## config.mk

```make
export PLATFORM = sky130hd
export DESIGN_NAME = uart_frame_tx_ctrl
export DESIGN_NICKNAME = d
export VERILOG_FILES = /design/src/rtl/uart_frame_pkg.sv /design/src/rtl/uart_frame_mux.sv /design/src/rtl/uart_frame_tx_ctrl.sv
export SDC_FILE = /design/constraint.sdc
export NUM_CORES = 1
export LEC_CHECK = 0
export BUFFER_PORTS_ARGS = -buffer_cell sky130_fd_sc_hd__buf_4
export CELL_PAD_IN_SITES_DETAIL_PLACEMENT = 1
export CELL_PAD_IN_SITES_GLOBAL_PLACEMENT = 1
export CORE_MARGIN = 1
export CORE_UTILIZATION = 43
export CTS_CLUSTER_SIZE = 30
export DETAILED_ROUTE_END_ITERATION = 10
export HOLD_SLACK_MARGIN = 0.03
export PLACE_DENSITY_LB_ADDON = 0.08
export SETUP_SLACK_MARGIN = 0.1
export SYNTH_ARGS = -nofsm -noshare
export SYNTH_HDL_FRONTEND = slang
export SYNTH_SLANG_ARGS = --single-unit
```

## constraint.sdc

```tcl
create_clock -name clk_50m -period 5.06 [get_ports clk_50m]
set_input_delay 0.253 -clock clk_50m [delete_from_list [all_inputs] [get_ports clk_50m]]
set_output_delay 0.253 -clock clk_50m [all_outputs]
set_load 0.01 [all_outputs]
```

## src/rtl/uart_frame_pkg.sv

```systemverilog
// uart_frame_pkg
// Definitions shared by the UART frame sequencer and its byte selector:
//   - frame_state_t : 2-bit controller state encoding
//   - DEFAULT_HDR0/1: default frame header bytes
//   - clog2()       : width of the byte index for a frame of a given length
package uart_frame_pkg;

  typedef enum logic [1:0] {
    S_IDLE = 2'd0,
    S_SEND = 2'd1,
    S_GAP  = 2'd2,
    S_DONE = 2'd3
  } frame_state_t;

  localparam logic [7:0] DEFAULT_HDR0 = 8'hAA;
  localparam logic [7:0] DEFAULT_HDR1 = 8'h55;

  // Smallest width able to count 0..value-1, never less than one bit.
  function automatic int clog2(input int value);
    int width;
    width = 1;
    while ((1 << width) < value) width++;
    return width;
  endfunction

endpackage

```

## src/rtl/uart_frame_mux.sv

```systemverilog
// uart_frame_mux
// Combinational byte selector: maps a frame byte index to the byte that
// belongs at that position in the packet.
//   i_idx     : byte index within the frame (0 .. PAYLOAD_BYTES+4)
//   i_seq     : sequence number for this frame
//   i_chk     : running checksum, sent as the final byte
//   i_payload : latched payload, most significant byte sent first
//   o_byte    : selected byte
import uart_frame_pkg::*;

module uart_frame_mux #(
  parameter int         PAYLOAD_BYTES = 4,
  parameter int         IDX_W         = clog2(PAYLOAD_BYTES + 5),
  parameter logic [7:0] HDR0          = DEFAULT_HDR0,
  parameter logic [7:0] HDR1          = DEFAULT_HDR1
) (
  input  logic [IDX_W-1:0]           i_idx,
  input  logic [7:0]                 i_seq,
  input  logic [7:0]                 i_chk,
  input  logic [PAYLOAD_BYTES*8-1:0] i_payload,
  output logic [7:0]                 o_byte
);

  // Layout: HDR0, HDR1, SEQ, LEN, payload (MSB first), CHK.
  // The checksum is the default so the final index needs no explicit arm.
  always_comb begin
    o_byte = i_chk;
    if (i_idx == IDX_W'(0)) begin
      o_byte = HDR0;
    end else if (i_idx == IDX_W'(1)) begin
      o_byte = HDR1;
    end else if (i_idx == IDX_W'(2)) begin
      o_byte = i_seq;
    end else if (i_idx == IDX_W'(3)) begin
      o_byte = 8'(PAYLOAD_BYTES);
    end else begin
      for (int b = 0; b < PAYLOAD_BYTES; b++) begin
        if (i_idx == IDX_W'(b + 4)) o_byte = i_payload[(PAYLOAD_BYTES-1-b)*8 +: 8];
      end
    end
  end

endmodule

```

## src/rtl/uart_frame_tx_ctrl.sv

```systemverilog
// uart_frame_tx_ctrl
// Frame sequencer for the UART transmit path. A single-cycle frame_req
// latches the payload and the block then emits HDR0, HDR1, SEQ, LEN,
// payload bytes (MSB first) and CHK, one byte per valid/ready handshake,
// with one idle cycle between bytes.
//   clk_50m       : system clock
//   rst           : synchronous active-high reset
//   frame_req     : single-cycle request to send a frame
//   payload       : payload, sampled only when a request is accepted
//   frame_busy    : a frame is in progress (including the done cycle)
//   frame_done    : one-cycle pulse after the last byte is accepted
//   req_dropped   : one-cycle pulse for a request arriving while busy
//   tx_data_valid : byte valid towards the UART transmitter
//   tx_data       : byte towards the UART transmitter
//   tx_data_ready : byte ready from the UART transmitter
import uart_frame_pkg::*;

module uart_frame_tx_ctrl #(
  parameter int         PAYLOAD_BYTES = 4,
  parameter logic [7:0] HDR0          = DEFAULT_HDR0,
  parameter logic [7:0] HDR1          = DEFAULT_HDR1
) (
  input  logic                       clk_50m,
  input  logic                       rst,
  input  logic                       frame_req,
  input  logic [PAYLOAD_BYTES*8-1:0] payload,
  output logic                       frame_busy,
  output logic                       frame_done,
  output logic                       req_dropped,
  output logic                       tx_data_valid,
  output logic [7:0]                 tx_data,
  input  logic                       tx_data_ready
);

  localparam int NUM_BYTES = PAYLOAD_BYTES + 5;
  localparam int IDX_W     = clog2(NUM_BYTES);

  // SEQ, LEN and the payload feed the checksum; the headers do not.
  localparam logic [IDX_W-1:0] IDX_FIRST_SUM = IDX_W'(2);
  localparam logic [IDX_W-1:0] IDX_LAST_SUM  = IDX_W'(PAYLOAD_BYTES + 3);
  localparam logic [IDX_W-1:0] IDX_LAST      = IDX_W'(NUM_BYTES - 1);

  frame_state_t               r_state;
  frame_state_t               w_nextState;
  logic [PAYLOAD_BYTES*8-1:0] r_payload;
  logic [IDX_W-1:0]           r_idx;
  logic [7:0]                 r_acc;
  logic [7:0]                 r_seq;
  logic                       r_reqDropped;
  logic                       w_accept;
  logic [7:0]                 w_byte;

  assign w_accept = (r_state == S_SEND) && tx_data_ready;

  uart_frame_mux #(
    .PAYLOAD_BYTES (PAYLOAD_BYTES),
    .IDX_W         (IDX_W),
    .HDR0          (HDR0),
    .HDR1          (HDR1)
  ) u_mux (
    .i_idx     (r_idx),
    .i_seq     (r_seq),
    .i_chk     (r_acc),
    .i_payload (r_payload),
    .o_byte    (w_byte)
  );

  // State register.
  always_ff @(posedge clk_50m) begin
    if (rst) r_state <= S_IDLE;
    else     r_state <= w_nextState;
  end

  // Next-state logic. The GAP state gives the transmitter the one idle
  // cycle it needs after dropping ready on acceptance.
  always_comb begin
    w_nextState = r_state;
    case (r_state)
      S_IDLE:  if (frame_req) w_nextState = S_SEND;
      S_SEND:  if (w_accept) w_nextState = (r_idx == IDX_LAST) ? S_DONE : S_GAP;
      S_GAP:   w_nextState = S_SEND;
      S_DONE:  w_nextState = S_IDLE;
      default: w_nextState = S_IDLE;
    endcase
  end

  // Datapath: payload latch, byte index, checksum accumulator, sequence
  // counter and the dropped-request pulse. The checksum is built from the
  // bytes actually handed over, so CHK reflects exactly what was sent.
  always_ff @(posedge clk_50m) begin
    if (rst) begin
      r_payload    <= '0;
      r_idx        <= '0;
      r_acc        <= '0;
      r_seq        <= '0;
      r_reqDropped <= 1'b0;
    end else begin
      r_reqDropped <= frame_req && (r_state != S_IDLE);
      case (r_state)
        S_IDLE: begin
          if (frame_req) begin
            r_payload <= payload;
            r_idx     <= '0;
            r_acc     <= '0;
          end
        end
        S_SEND: begin
          if (w_accept) begin
            if (r_idx >= IDX_FIRST_SUM && r_idx <= IDX_LAST_SUM) r_acc <= r_acc + w_byte;
            r_idx <= r_idx + IDX_W'(1);
          end
        end
        S_DONE:  r_seq <= r_seq + 8'd1;
        default: ;
      endcase
    end
  end

  // Outputs decoded from the state; tx_data is forced to zero outside SEND
  // so it reads 8'h00 out of reset.
  always_comb begin
    tx_data_valid = (r_state == S_SEND);
    tx_data       = (r_state == S_SEND) ? w_byte : 8'h00;
    frame_busy    = (r_state != S_IDLE);
    frame_done    = (r_state == S_DONE);
  end

  assign req_dropped = r_reqDropped;

endmodule

```

# Word level (Yosys, flattened, before mapping)
# Cells that the tools add are included.
# totals
ff_bits	55
latch_bits	0
ram_bits	0
mem_bits_ro	0
in_bits	36
output_inout_bits	12
elab_cells	56
memories	0
# op_classes
addsub	3
multipliers	0
div	0
magnitude_cmp	2
eq_ne	14
shift	0
n_mux	20
bitwise	0
n_reduce_logical	11
# op_table
operator	count
two-way mux 8 bit	12
equality test 4 x 3 -> 1 bit (second input constant)	4
case mux 8 bit (2 select lines)	1
adder 8 x 1 -> 8 bit (second input constant)	1
adder 8 bit	1
equality test 4 x 2 -> 1 bit (second input constant)	2
two-way mux 4 bit	2
case mux 2 bit (4 select lines)	1
case mux 4 bit (2 select lines)	1
adder 4 x 1 -> 4 bit (second input constant)	1
equality test 2 bit (second input constant)	2
equality test 4 x 1 -> 1 bit (second input constant)	1
equality test 4 bit (second input constant)	1
greater-or-equal comparator 4 x 2 -> 1 bit (second input constant)	1
less-or-equal comparator 4 x 3 -> 1 bit (second input constant)	1
zero test 4 bit	1
two-way mux 2 bit	2
!= test 2 x 1 -> 1 bit (second input constant)	2
AND reduction 2 bit	2
AND reduction 4 bit	1
nonzero test 2 bit	2
logical AND 1 bit	3
AND reduction 3 bit	1
equality test 2 x 1 -> 1 bit (second input constant)	1
3 further kinds	3

# Depth between registers and ports, before layout
# Gate-level depths: netlist (run 1).
# logic_depth
word_depth	13
depth_mapped	18
ltp_nobuf	16

# Hierarchy
# Synthesis (run 1) repeated with hierarchy kept, for this count alone.
# hier_totals
hier_cells	401
hier_area_um2	3101.7
# by_module_without_submodules
mod	n_inst	cells_each	area_per_inst_um2	seq_area_each_um2
uart_frame_tx_ctrl	1	292	2401.1	1101.1
uart_frame_mux	1	109	700.7	0.0

# Worst setup path after synthesis (run 1)
# OpenSTA, ideal clock, no wires.
# synth_timing
path_type	reg-to-reg
start	register r_idx[1]
end	register r_acc[7]
setup_ns	0.060
arrival_time_ns	2.880
required_time_ns	5.000
setup_slack_ns	2.120
stages_incl_launch_ff	17
path_buffers	1
period_less_slack_ns	2.940
cell_sequence	dfxtp_1 inv_1 ha_1 buf_2 nand3b_1 o211ai_1 o221ai_1 a21oi_1 nor2_1 inv_1 ha_1 a21o_1 a2111oi_0 o21ai_1 nor3b_1 mux2i_1 nand3_2
# synth_via
elab_chain_cells	13
word_cells_on_any_way	25
cone_classes	add/sub (1); order compare (2); eq/ne (8); mux (11); reduce/logical (3)
# synth_lines
element	line	text
start, declared	uart_frame_tx_ctrl.sv:46	logic [IDX_W-1:0] r_idx;
start signal, assigned	uart_frame_tx_ctrl.sv:110	r_idx <= r_idx + IDX_W'(1);
equality test 4 x 3 -> 1 bit	uart_frame_mux.sv:38	if (i_idx == IDX_W'(b + 4)) o_byte = i_payload[(PAYLOAD_BYTES-1-b)*8 +: 8];
two-way mux 8 bit (4 in a row)	uart_frame_mux.sv:38	
two-way mux 8 bit	uart_frame_mux.sv:34	end else if (i_idx == IDX_W'(3)) begin
two-way mux 8 bit	uart_frame_mux.sv:32	end else if (i_idx == IDX_W'(2)) begin
two-way mux 8 bit	uart_frame_mux.sv:30	end else if (i_idx == IDX_W'(1)) begin
two-way mux 8 bit	uart_frame_mux.sv:28	if (i_idx == IDX_W'(0)) begin
adder 8 bit	uart_frame_tx_ctrl.sv:109	if (r_idx >= IDX_FIRST_SUM && r_idx <= IDX_LAST_SUM) r_acc <= r_acc + w_byte;
two-way mux 8 bit	uart_frame_tx_ctrl.sv:109	
two-way mux 8 bit	uart_frame_tx_ctrl.sv:108	if (w_accept) begin
case mux 8 bit (2 select lines)	uart_frame_tx_ctrl.sv:99	case (r_state)
end signal, assigned	uart_frame_tx_ctrl.sv:109	
end, declared	uart_frame_tx_ctrl.sv:47	logic [7:0] r_acc;
# Several ways; a longest one is shown, not always the timed one. The select of a mux whose other input is x is not followed.
# A chain may end at the register's enable or synchronous reset.

# Final worst setup path (run 1)
# layout_timing
start	register r_idx[0]
end	register r_acc[7]
# Same word-level chain as after synthesis.

==> results.md, run 1 <==
- The flow ran to the end, and the final reports show no timing, DRC or antenna violations.
- The first global-routing pass estimated 14630 um of wire.
- The multiplexer share of the synthesized area is 2.233%.
- The startpoint identified for the worst hold timing path is payload[21].
- The data required time at the worst endpoint is 5.33 ns.
- For the final routed database, the setup TNS stands at 0 ns.
- Entering global routing, the biggest net connects 63 pins.
- The largest fanout of any net on the critical path is 12.
- After filler insertion, the fill cell instance count of the layout stands at 943.
- Setup repair after global routing left no endpoint under its margin.
- The longest clock path from root to sink contains 2 buffers.
- The kind of start point of the critical path is a flop.
- The number of cells on the worst hold path is 3.
- The tool flagged a number of max-cap violations equal to 0.
- TritonCTS created 5 clock buffers.
- After floorplanning, the core was divided into 31 placement rows.
- Walking the worst path, the cells encountered are ha_1 -> nand3b_1 -> o221ai_1 -> a21oi_1 -> nor2_1 -> inv_1 -> ha_1 -> a21o_1 -> a2111oi_0 -> o21ai_1 -> nor3b_1 -> mux2i_1 -> nand3_2.
- The instance count of the mapped netlist is 428.
- The compound-gate portion of the synthesized area is 19.98%.
- For this run, the number of Yosys warnings is 0.
- For this run, asynchronously set or reset flops after synthesis account for 0%.
- The clock network burns 36.2% of the power.
- At the end of routability-driven placement, the weighted congestion stood at 0.8817.
- The most used flip-flop cell after synthesis is dfxtp_1.
- The switching power is 0.0002521 W.
- The residual DRC count is 0.
- The synthesized netlist net count is 477.
- The met2 layer usage reported by global route is 40.63%.
- The clock period minus worst slack is 3.604 ns.
- Once placement finished, the instance area stood at 3533 um2.
- Measured against its own limit, the worst slew margin works out to 41.75%.
- In this run the standard cell core region covers 7214 um2.
- The final critical path takes up 71.22% of the cycle.
- Across all register-to-register paths, the minimum setup slack is 1.46 ns.
- From synthesis to final layout, the design area changed by 14.77%.
- The synthesized netlist devotes 5.327% of its cell area to adder and majority cells.
- The wire-length estimate of the detail-placed layout is 6578 um.
- The average vias per placed instance is 5.483.
- Clock tree synthesis selected as its root buffer the cell clkbuf_8.
- Data on the critical path arrives at its endpoint at 3.87 ns.
- The combined global-route utilization of all metal layers is 24.39%.
- The share of total power in sequential cells is 48.8%.
- The kind of capture point of the worst setup path is a flop.
- The number of global-route vias before repair was 2999.
- The hold buffer count at CTS is 0.
- Among all stages on the critical path, the largest delay is contributed by ha_1.
- The part of the Yosys area used for sequential elements is 34.47%.
- VDD sags by at most 0.1282 mV.
- Synthesis instantiated 57 different standard cells from the library.
- The share of total power consumed by net switching is 26.09%.
- The critical path is of the flop to flop type.
- The first TritonRoute pass finished after 4 iterations.
- The layer flagged by global routing as most heavily used is met2.
- The cell internal power dissipation is 0.0007141 W.
- The count of pins over their slew limit was 0.
- The initial antenna violation count is 0.
- The floorplan step defined a die boundary enclosing 7777 um2.
- The clock slew seen by the registers of the worst setup and hold paths is 0.10 ns.
- The sequential cells in the finished layout cover a total of 1101 um2.
- Derived from the worst setup path, the maximum achievable clock frequency is 0.2775 GHz.
- In the final design database the tool counted 502 nets.
- The number of DRC markers after the initial detailed-route iteration is 151.
- The number of flops mapped to enable cells by yosys is 0.
- The share of total power dissipated in combinational logic is 15.0%.
- The wire length reported by the detailed router is 8999 um.
- The synthesized netlist devotes 28.67% of its cell area to simple gates.
- Power spread over the standard cell area amounts to 263.6 nW/um2.
- The TritonCTS clock tree is built.
- The H-tree depth is 2.
- The final number of hold-violating endpoints is 0.
- The quantity of I/O buffers inserted on ports is 47.
- The top-level port count is 48.
- The capturing point of the worst reg2reg path is r_acc[7]$_SDFFE_PP0P_.
- Gates resized during post-CTS repair numbered 0.
- The number of antenna diodes in the final layout is 0.
- The die width is 88.19 um.
- The floorplan step set the die height to 88.19 um.
- The reg-to-reg startpoint is r_idx[0]$_SDFFE_PP0P_.
- The buffer count from post-CTS setup fixing is 0.
- The met3 capacity usage during global routing is 4.430%.
- The path with the worst hold slack has its endpoint at r_payload[21]$_SDFFE_PP0P_.
- The average wire per cell in the routed design is 16.27 um.
- The count of nets left with antenna violations once routing finished came out at 0.
- Cells with a size suffix above 1 make up 14.32% of the layout.
- The initial utilization of the core area, before any placement, comes to 44.28%.
- The mean post-synth cell area is 7.463 um2.
- On the worst path, the slowest cell contributes a delay of 0.46 ns.
- The number of buffers and inverters on the critical path is 1.
- Among cell families on the critical path, the largest total delay comes from compound AO/OA/AOI/OAI gates.
- Global routing finished with a remaining overflow of 0.
- The source-to-sink clock delay at the later pin of the worst-skew pair is 0.32 ns.
- Counting cells, the worst reg-to-reg path comes to 13.
- The multi-input combinational cells in the finished layout cover a total of 1892 um2.
- The total non-filler cell area in the finished layout is 3666 um2.
- The smallest hold slack is 0.1677 ns.
- The worst clock skew is 0.006732 ns.
- The sink count of the clock tree is 55.
- The synthesized netlist occupies a cell area of 3194 um2.
- The total leakage power is 1.428 nW.
- Setup violations remaining at the end of the flow were counted as 0.
- The global routing usage on met1 is 32.24%.
- The XOR/XNOR share of the synthesized area is 3.016%.
- The most repeated library cell on the critical path is ha_1.
- After synthesis, the largest family of logic cells by area is simple AND/OR/NAND/NOR gates.
- The via count is 3032.
- The path class of the tightest hold or removal check is input pin to flop.
- At the pin with the least slew margin, the transition time is 0.8737 ns.
- Counting flops and latches in the post-synthesis netlist gives 55.
[power by group through the flow]
| stage | Clock, W | Sequential (W) | Combinational, W |
|---|---|---|---|
| 2_1_floorplan | 0 | 0.000473 | 0.0000981 |
| 3_3_place_gp | 0 | 0.000481 | 0.000141 |
| 3_5_place_dp | 0 | 0.000481 | 0.000147 |
| 4_1_cts | 0.000353 | 0.000472 | 0.000147 |
| 5_1_grt | 0.000372 | 0.000474 | 0.000163 |
| 6_report | 0.000350 | 0.000471 | 0.000145 |
[synth_stat cells, types with 7 or more instances]
master	n	area, um2
nand3_1	14	70.07
o21ai_1	8	40.04
buf_2	14	70.07
and2_1	8	50.05
a21oi_1	60	300.3
nor2b_1	7	43.79
dfxtp_1	55	1101
ha_1	12	150.1
o21ai_0	10	50.05
clkbuf_1	12	45.04
nor2_1	28	105.1
inv_1	13	48.80
nand2_1	91	341.6
[area by class of cell]
class                      count  area share (%)
multi-input combinational    329           51.60
clock inverter                 2           1.638
tap                           99           3.379
inverter                      13           1.331
timing repair buffer          49           10.03
clock buffer                   6           1.980
sequential                    55           30.03
[metrics by stage]
step | setup WS [ns] | cells | total power [W] | util (%)
detailed placement | 1.506 | 545 | 0.0006278 | 48.98
CTS | 1.453 | 553 | 0.0009719 | 50.82
finish | 1.456 | 553 | 0.0009662 | 50.82
global route | 1.101 | 553 | 0.001009 | 50.82
floorplan | 2.120 | 428 | 0.0005711 | -
global placement | 1.616 | 545 | 0.0006224 | 48.98
[cell usage in the layout (no fill, tap or decap), drive strengths merged, types with 2 or more instances in the layout]
master / count
xnor2: 5
a32o: 2
o21a: 3
a221oi: 2
nand3: 15
nand3b: 5
and3b: 2
nand2: 93
nand2b: 5
buf: 49
a21oi: 60
a211o: 2
clkbuf: 6
nor3: 6
mux2i: 6
bufinv: 2
xor2: 6
nor2: 29
nor2b: 8
or2: 3
a211oi: 3
a21o: 3
dfxtp: 55
nor3b: 5
nand4b: 3
ha: 12
o22a: 3
o211ai: 2
o21ai: 19
and3: 2
inv: 13
and2: 9
[flip-flops by register name, indices dropped and copies added, names as in the netlist]
register,count
r_state,2
r_acc,8
r_seq,8
r_idx,4
r_payload,32
req_dropped,1
[worst min-delay path: cells and delay by family]
kind	cells	cell delay, ns
simple gates	1	0.04
buf+inv	1	0.11
compound gates	1	0.05
[metal layers]
metal	part of all wire, %	wire (um)
met5	0	0
met4	1.7	151
met3	4.5	409
met2	47	4215
met1	47	4223
[logic make-up (layout without fill, tap and decap cells)]
| group | after synthesis | in the layout |
|---|---|---|
| xor+xnor | 11 | 11 |
| fa+ha+maj | 13 | 13 |
| flops | 55 | 55 |
| compound gates | 108 | 108 |
| simple gates | 190 | 190 |
| buf+inv | 44 | 70 |
| mux | 7 | 7 |
[worst max-delay path by stage]
stage                                      from                     to  slack (ns)  depth (start not counted)
after detailed placement  r_idx[0]$_SDFFE_PP0P_  r_acc[7]$_SDFFE_PP0P_        1.51                         13
after CTS                 r_idx[0]$_SDFFE_PP0P_  r_acc[7]$_SDFFE_PP0P_        1.45                         13
after global routing      r_idx[1]$_SDFFE_PP0P_  r_acc[7]$_SDFFE_PP0P_        1.10                         14
final                     r_idx[0]$_SDFFE_PP0P_  r_acc[7]$_SDFFE_PP0P_        1.46                         13
after global placement    r_idx[0]$_SDFFE_PP0P_  r_acc[7]$_SDFFE_PP0P_        1.62                         13
after floorplan           r_idx[1]$_SDFFE_PP0P_  r_acc[7]$_SDFFE_PP0P_        2.12                         16
No activity file was read; power rests on OpenSTA's default activity.
==> run 2, diff against run 1 <==
- ABC_AREA: unset -> 1
- CORE_UTILIZATION: 43 -> 36
- clock period: 5.06 -> 3.3 ns (I/O delays scaled with it)
==> results.md, run 2 <==
- The run finished with clean final reports.
- The share of total power dissipated in the clock network is 31.1%.
- The count of inserted antenna diode cells is 0.
- For this design, the sink count on the clock tree is 55.
- The cell type with the largest total area after synthesis is dfxtp_1.
- Setup repair after global routing could not meet its margin everywhere.
- Summing all multi-input logic gate instances after layout gives 1725 um2.
- The mean post-synth cell area is 6.781 um2.
- The number of flip-flops in the largest register is 32.
- The share of the clock period used by the worst path is 92.66%.
- The internal reg-to-reg setup slack is 0.24 ns.
- The clock period minus worst slack is 3.058 ns.
- Summing all placed instances gives a cell area of 3476 um2.
- In this run the number of H-tree levels came out at 2.
- The multiplexer share of the synthesized area is 0%.
- Entering global routing, the biggest net connects 39 pins.
- The final number of hold-violating endpoints was 0.
- TritonCTS built the clock tree.
- In this run the static leakage power is 1.678 nW.
- In the post-route analysis, the smallest setup slack over all paths is 0.2422 ns.
- The critical path ends at r_acc[6]$_SDFFE_PP0P_.
- After synthesis, the cell types taking the most area are dfxtp_1 37%, nor2_1 12%, nand2_1 8.5%, o21ai_0 8.3%, inv_1 5.1%.
- The height of the die is 93.35 um.
- The total congestion overflow after global routing is 0.
- Summing every instance area after synthesis gives 3004 um2.
- The internal portion of the total power is 0.001037 W.
- Buffers inserted during clock tree synthesis total 5.
- The root buffer selected by CTS is clkbuf_8.
- The peak clock frequency supported by timing is 0.3270 GHz.
- In the routed design, unresolved DRC markers number 0.
- The wire length reported by the detailed router is 9017 um.
- Counting the fill cells in the layout gives 1056.
- The count of pins over their slew limit is 0.
- The areal power density over the cells is 394.2 nW/um2.
- STA puts the critical path data required time at 3.56 ns.
- The clock slew seen by the registers of the worst setup and hold paths is 0.10 ns.
- The pre-antenna-repair detailed-routing pass consisted of 4 iterations.
- By count the netlist is led by 96 x nor2_1, 68 x nand2_1, 55 x dfxtp_1.
- The instance count of the mapped netlist is 443.
- More flip-flops sit in one register than any other, and that register is r_payload.
- The sequential cell area in the final layout is 1109 um2.
- In this run, the number of DRC markers left after iteration 0 of detailed routing was 89.
- The library cell with the highest instance count after synthesis is nor2_1.
- Dividing the detail-routed wire length by the instance count gives 15.18 um.
- During placement, the flow inserted port buffers numbering 47.
- STA classifies the critical path startpoint as a flop.
- The dominant combinational cell family by area after synthesis is simple AND/OR/NAND/NOR gates.
- The path class of the tightest hold or removal check is input pin to flop.
- After routing the design area is 3700 um2.
- In this run the tightest slew margin relative to its limit is 34.51%.
- The final RePlAce weighted congestion is 0.8369.
- The path depth of the worst reg2reg path is 22.
- Across the run, the number of max-cap violations was 0.
- The share of total power in sequential cells is 50.8%.
- For this run, the total global-route usage over all layers was measured as 22.05%.
- In the layout the commonest cells are 96 x nor2_1, 68 x nand2_1, 58 x buf_4.
- The initial antenna violation count was 0.
- Dividing the detail-routed via count by the number of cells gives 5.066.
- The combinational share of power is 18.1%.
- The floorplan die area is 8714 um2.
- The number of global-route vias before repair is 3059.
- The share of total power consumed by net switching is 28.88%.
- The share of the core filled with cells in the final layout is 46.91%.
- The final route contains 3009 vias.
- The number of hold buffers added after CTS was 0.
- The core region area is 7888 um2.
- The reg-to-reg startpoint is r_idx[0]$_SDFFE_PP0P_.
- The worst supply voltage drop on vdd is 0.1425 mV.
- The critical path launch point is r_idx[0]$_SDFFE_PP0P_.
- The deepest clock path buffer count is 2.
- Relative to the synthesized area, the layout overhead comes to 23.16%.
- The capturing point of the worst reg2reg path is r_acc[6]$_SDFFE_PP0P_.
- The post-route netlist has 21.95% of its cells at a drive strength greater than 1.
- In this run the most critical hold path is launched from payload[31].
- When the netlist entered floorplanning its net count stood at 492.
- The XOR/XNOR share of the synthesized area is 0.5831%.
- After the last flow step, the layout net total stands at 541.
- Counting flops with a built-in enable in the synthesized netlist gives 0.
- The detail route stage leaves a number of antenna-violating nets equal to 0.
- Counting flops with an async set or reset pin after synthesis yields a share of 0%.
- Summed over all nets, the half-perimeter wirelength after detailed placement is 6734 um.
- In the synthesized netlist the dominant register cell turns out to be dfxtp_1.
- The die width is 93.35 um.
- The register bit total from synthesis is 55.
- The top-level port count is 48.
- The number of rows created at floorplan is 32.
- The area share of the largest cell type after synthesis is 36.65%.
- STA classifies the critical path endpoint as a flop.
- In the final layout, the registers with the most flip-flops are r_payload (32), r_acc (8), r_seq (8).
- The first-pass GRT wire length is 15020 um.
- The synthesized netlist devotes 18.08% of its cell area to compound gates.
- Setup violations remaining at the end of the flow were counted as 0.
- The largest fanout of any net on the critical path is 9.
- At the pin with the least slew margin, the transition time is 0.9812 ns.
- The synthesized-area fraction occupied by adder cells is 5.664%.
- The basic-gate share of the synthesized area counting and, or, nand and nor cells is 30.07%.
- In this run, distinct cell masters in the synthesized netlist total 39.
- For this configuration, the core starts out at a cell density of 38.09%.
- The worst setup path is of the flop to flop kind.
- Leaving out fill and tap cells, the most frequent cell in the layout is nor2_1.
- The data arrival time of the critical path is 3.32 ns.
- The later pin in the worst-skew pair is clocked with a latency of 0.32 ns.
- The worst clock skew is 0.006464 ns.
- The count of synthesis-stage warnings from yosys is 0.
- After routing, the total negative slack on setup checks comes to 0 ns.
- Before CTS, the worst setup slack after placement is -0.01351 ns.
- For this design the total switching power over the nets is 0.0004211 W.
- The part of the Yosys area used for sequential elements is 36.65%.
run 2: worst min path at each step:
stage | to | slack (ns) | cells after the start
6_report | r_payload[31]$_SDFFE_PP0P_ | 0.06 | 3
5_1_grt | r_payload[5]$_SDFFE_PP0P_ | 0.07 | 3
4_1_cts | r_payload[31]$_SDFFE_PP0P_ | 0.06 | 3
3_5_place_dp | r_payload[11]$_SDFFE_PP0P_ | 0.39 | 3
3_3_place_gp | r_payload[18]$_SDFFE_PP0P_ | 0.39 | 3
2_1_floorplan | r_payload[10]$_SDFFE_PP0P_ | 0.30 | 2
run 2: per-stage QoR:
step           total power, W  std cells  hold WS, ns
6_report             0.001458        594      0.06316
5_1_grt              0.001537        594      0.06925
4_1_cts              0.001468        593      0.05586
3_5_place_dp         0.001010        584       0.3949
3_3_place_gp         0.001004        584       0.3850
2_1_floorplan       0.0009036        443       0.2999
run 2: layout make-up:
cell class | instances | area share (%)
clock buffers | 6 | 1.961
clock inverters | 1 | 0.8116
inverters | 48 | 4.870
multi-input cells | 323 | 46.63
flip-flops and latches | 55 | 29.96
well taps | 102 | 3.449
repair buffers | 59 | 12.31
run 2: power groups by stage:
| stage | logic (W) | registers, W | clock network, W |
|---|---|---|---|
| 2_1_floorplan | 0.000160 | 0.000743 | 0 |
| 3_3_place_gp | 0.000248 | 0.000756 | 0 |
| 3_5_place_dp | 0.000254 | 0.000756 | 0 |
| 4_1_cts | 0.000258 | 0.000741 | 0.000469 |
| 5_1_grt | 0.000299 | 0.000747 | 0.000490 |
| 6_report | 0.000264 | 0.000741 | 0.000453 |
run 2: cell families after synthesis:
logic type / count (synthesis)
xor+xnor: 2
fa+ha+maj: 13
simple gates: 213
flops: 55
compound gates: 95
buf+inv: 65
run 2: worst max-delay path, stage by stage, from the launching register on:
cell and delay, ns:
dfxtp_2 0.37, inv_2 0.07, ha_2 0.20, buf_4 0.17, nand3_1 0.08, nand3_1 0.08
o21ai_1 0.12, nor2_1 0.07, o221ai_2 0.21, o21ai_1 0.12, nand2_1 0.11, nand2_1 0.11
ha_4 0.24, inv_1 0.08, o21ai_0 0.09, a31oi_1 0.22, or2_4 0.17, nand2_1 0.05
a21oi_2 0.13, inv_1 0.05, nand2_1 0.06, nand3_1 0.08, a21oi_2 0.12
run 2: timing repair:
action,4_1_cts,5_1_grt
gates resized for setup,9,21
pin swaps,2,4
setup endpoints to repair,4,4
setup buffers,2,1
run 2: metal layers:
layer / part of all wire [%] / up-vias / GRT usage (%)
met5: 0 / - / 0
met4: 1.0 / 0 / 5.513
met3: 3.2 / 7 / 2.520
met2: 48 / 49 / 37.32
met1: 48 / 1412 / 29.78
li1: - / 1541 / -
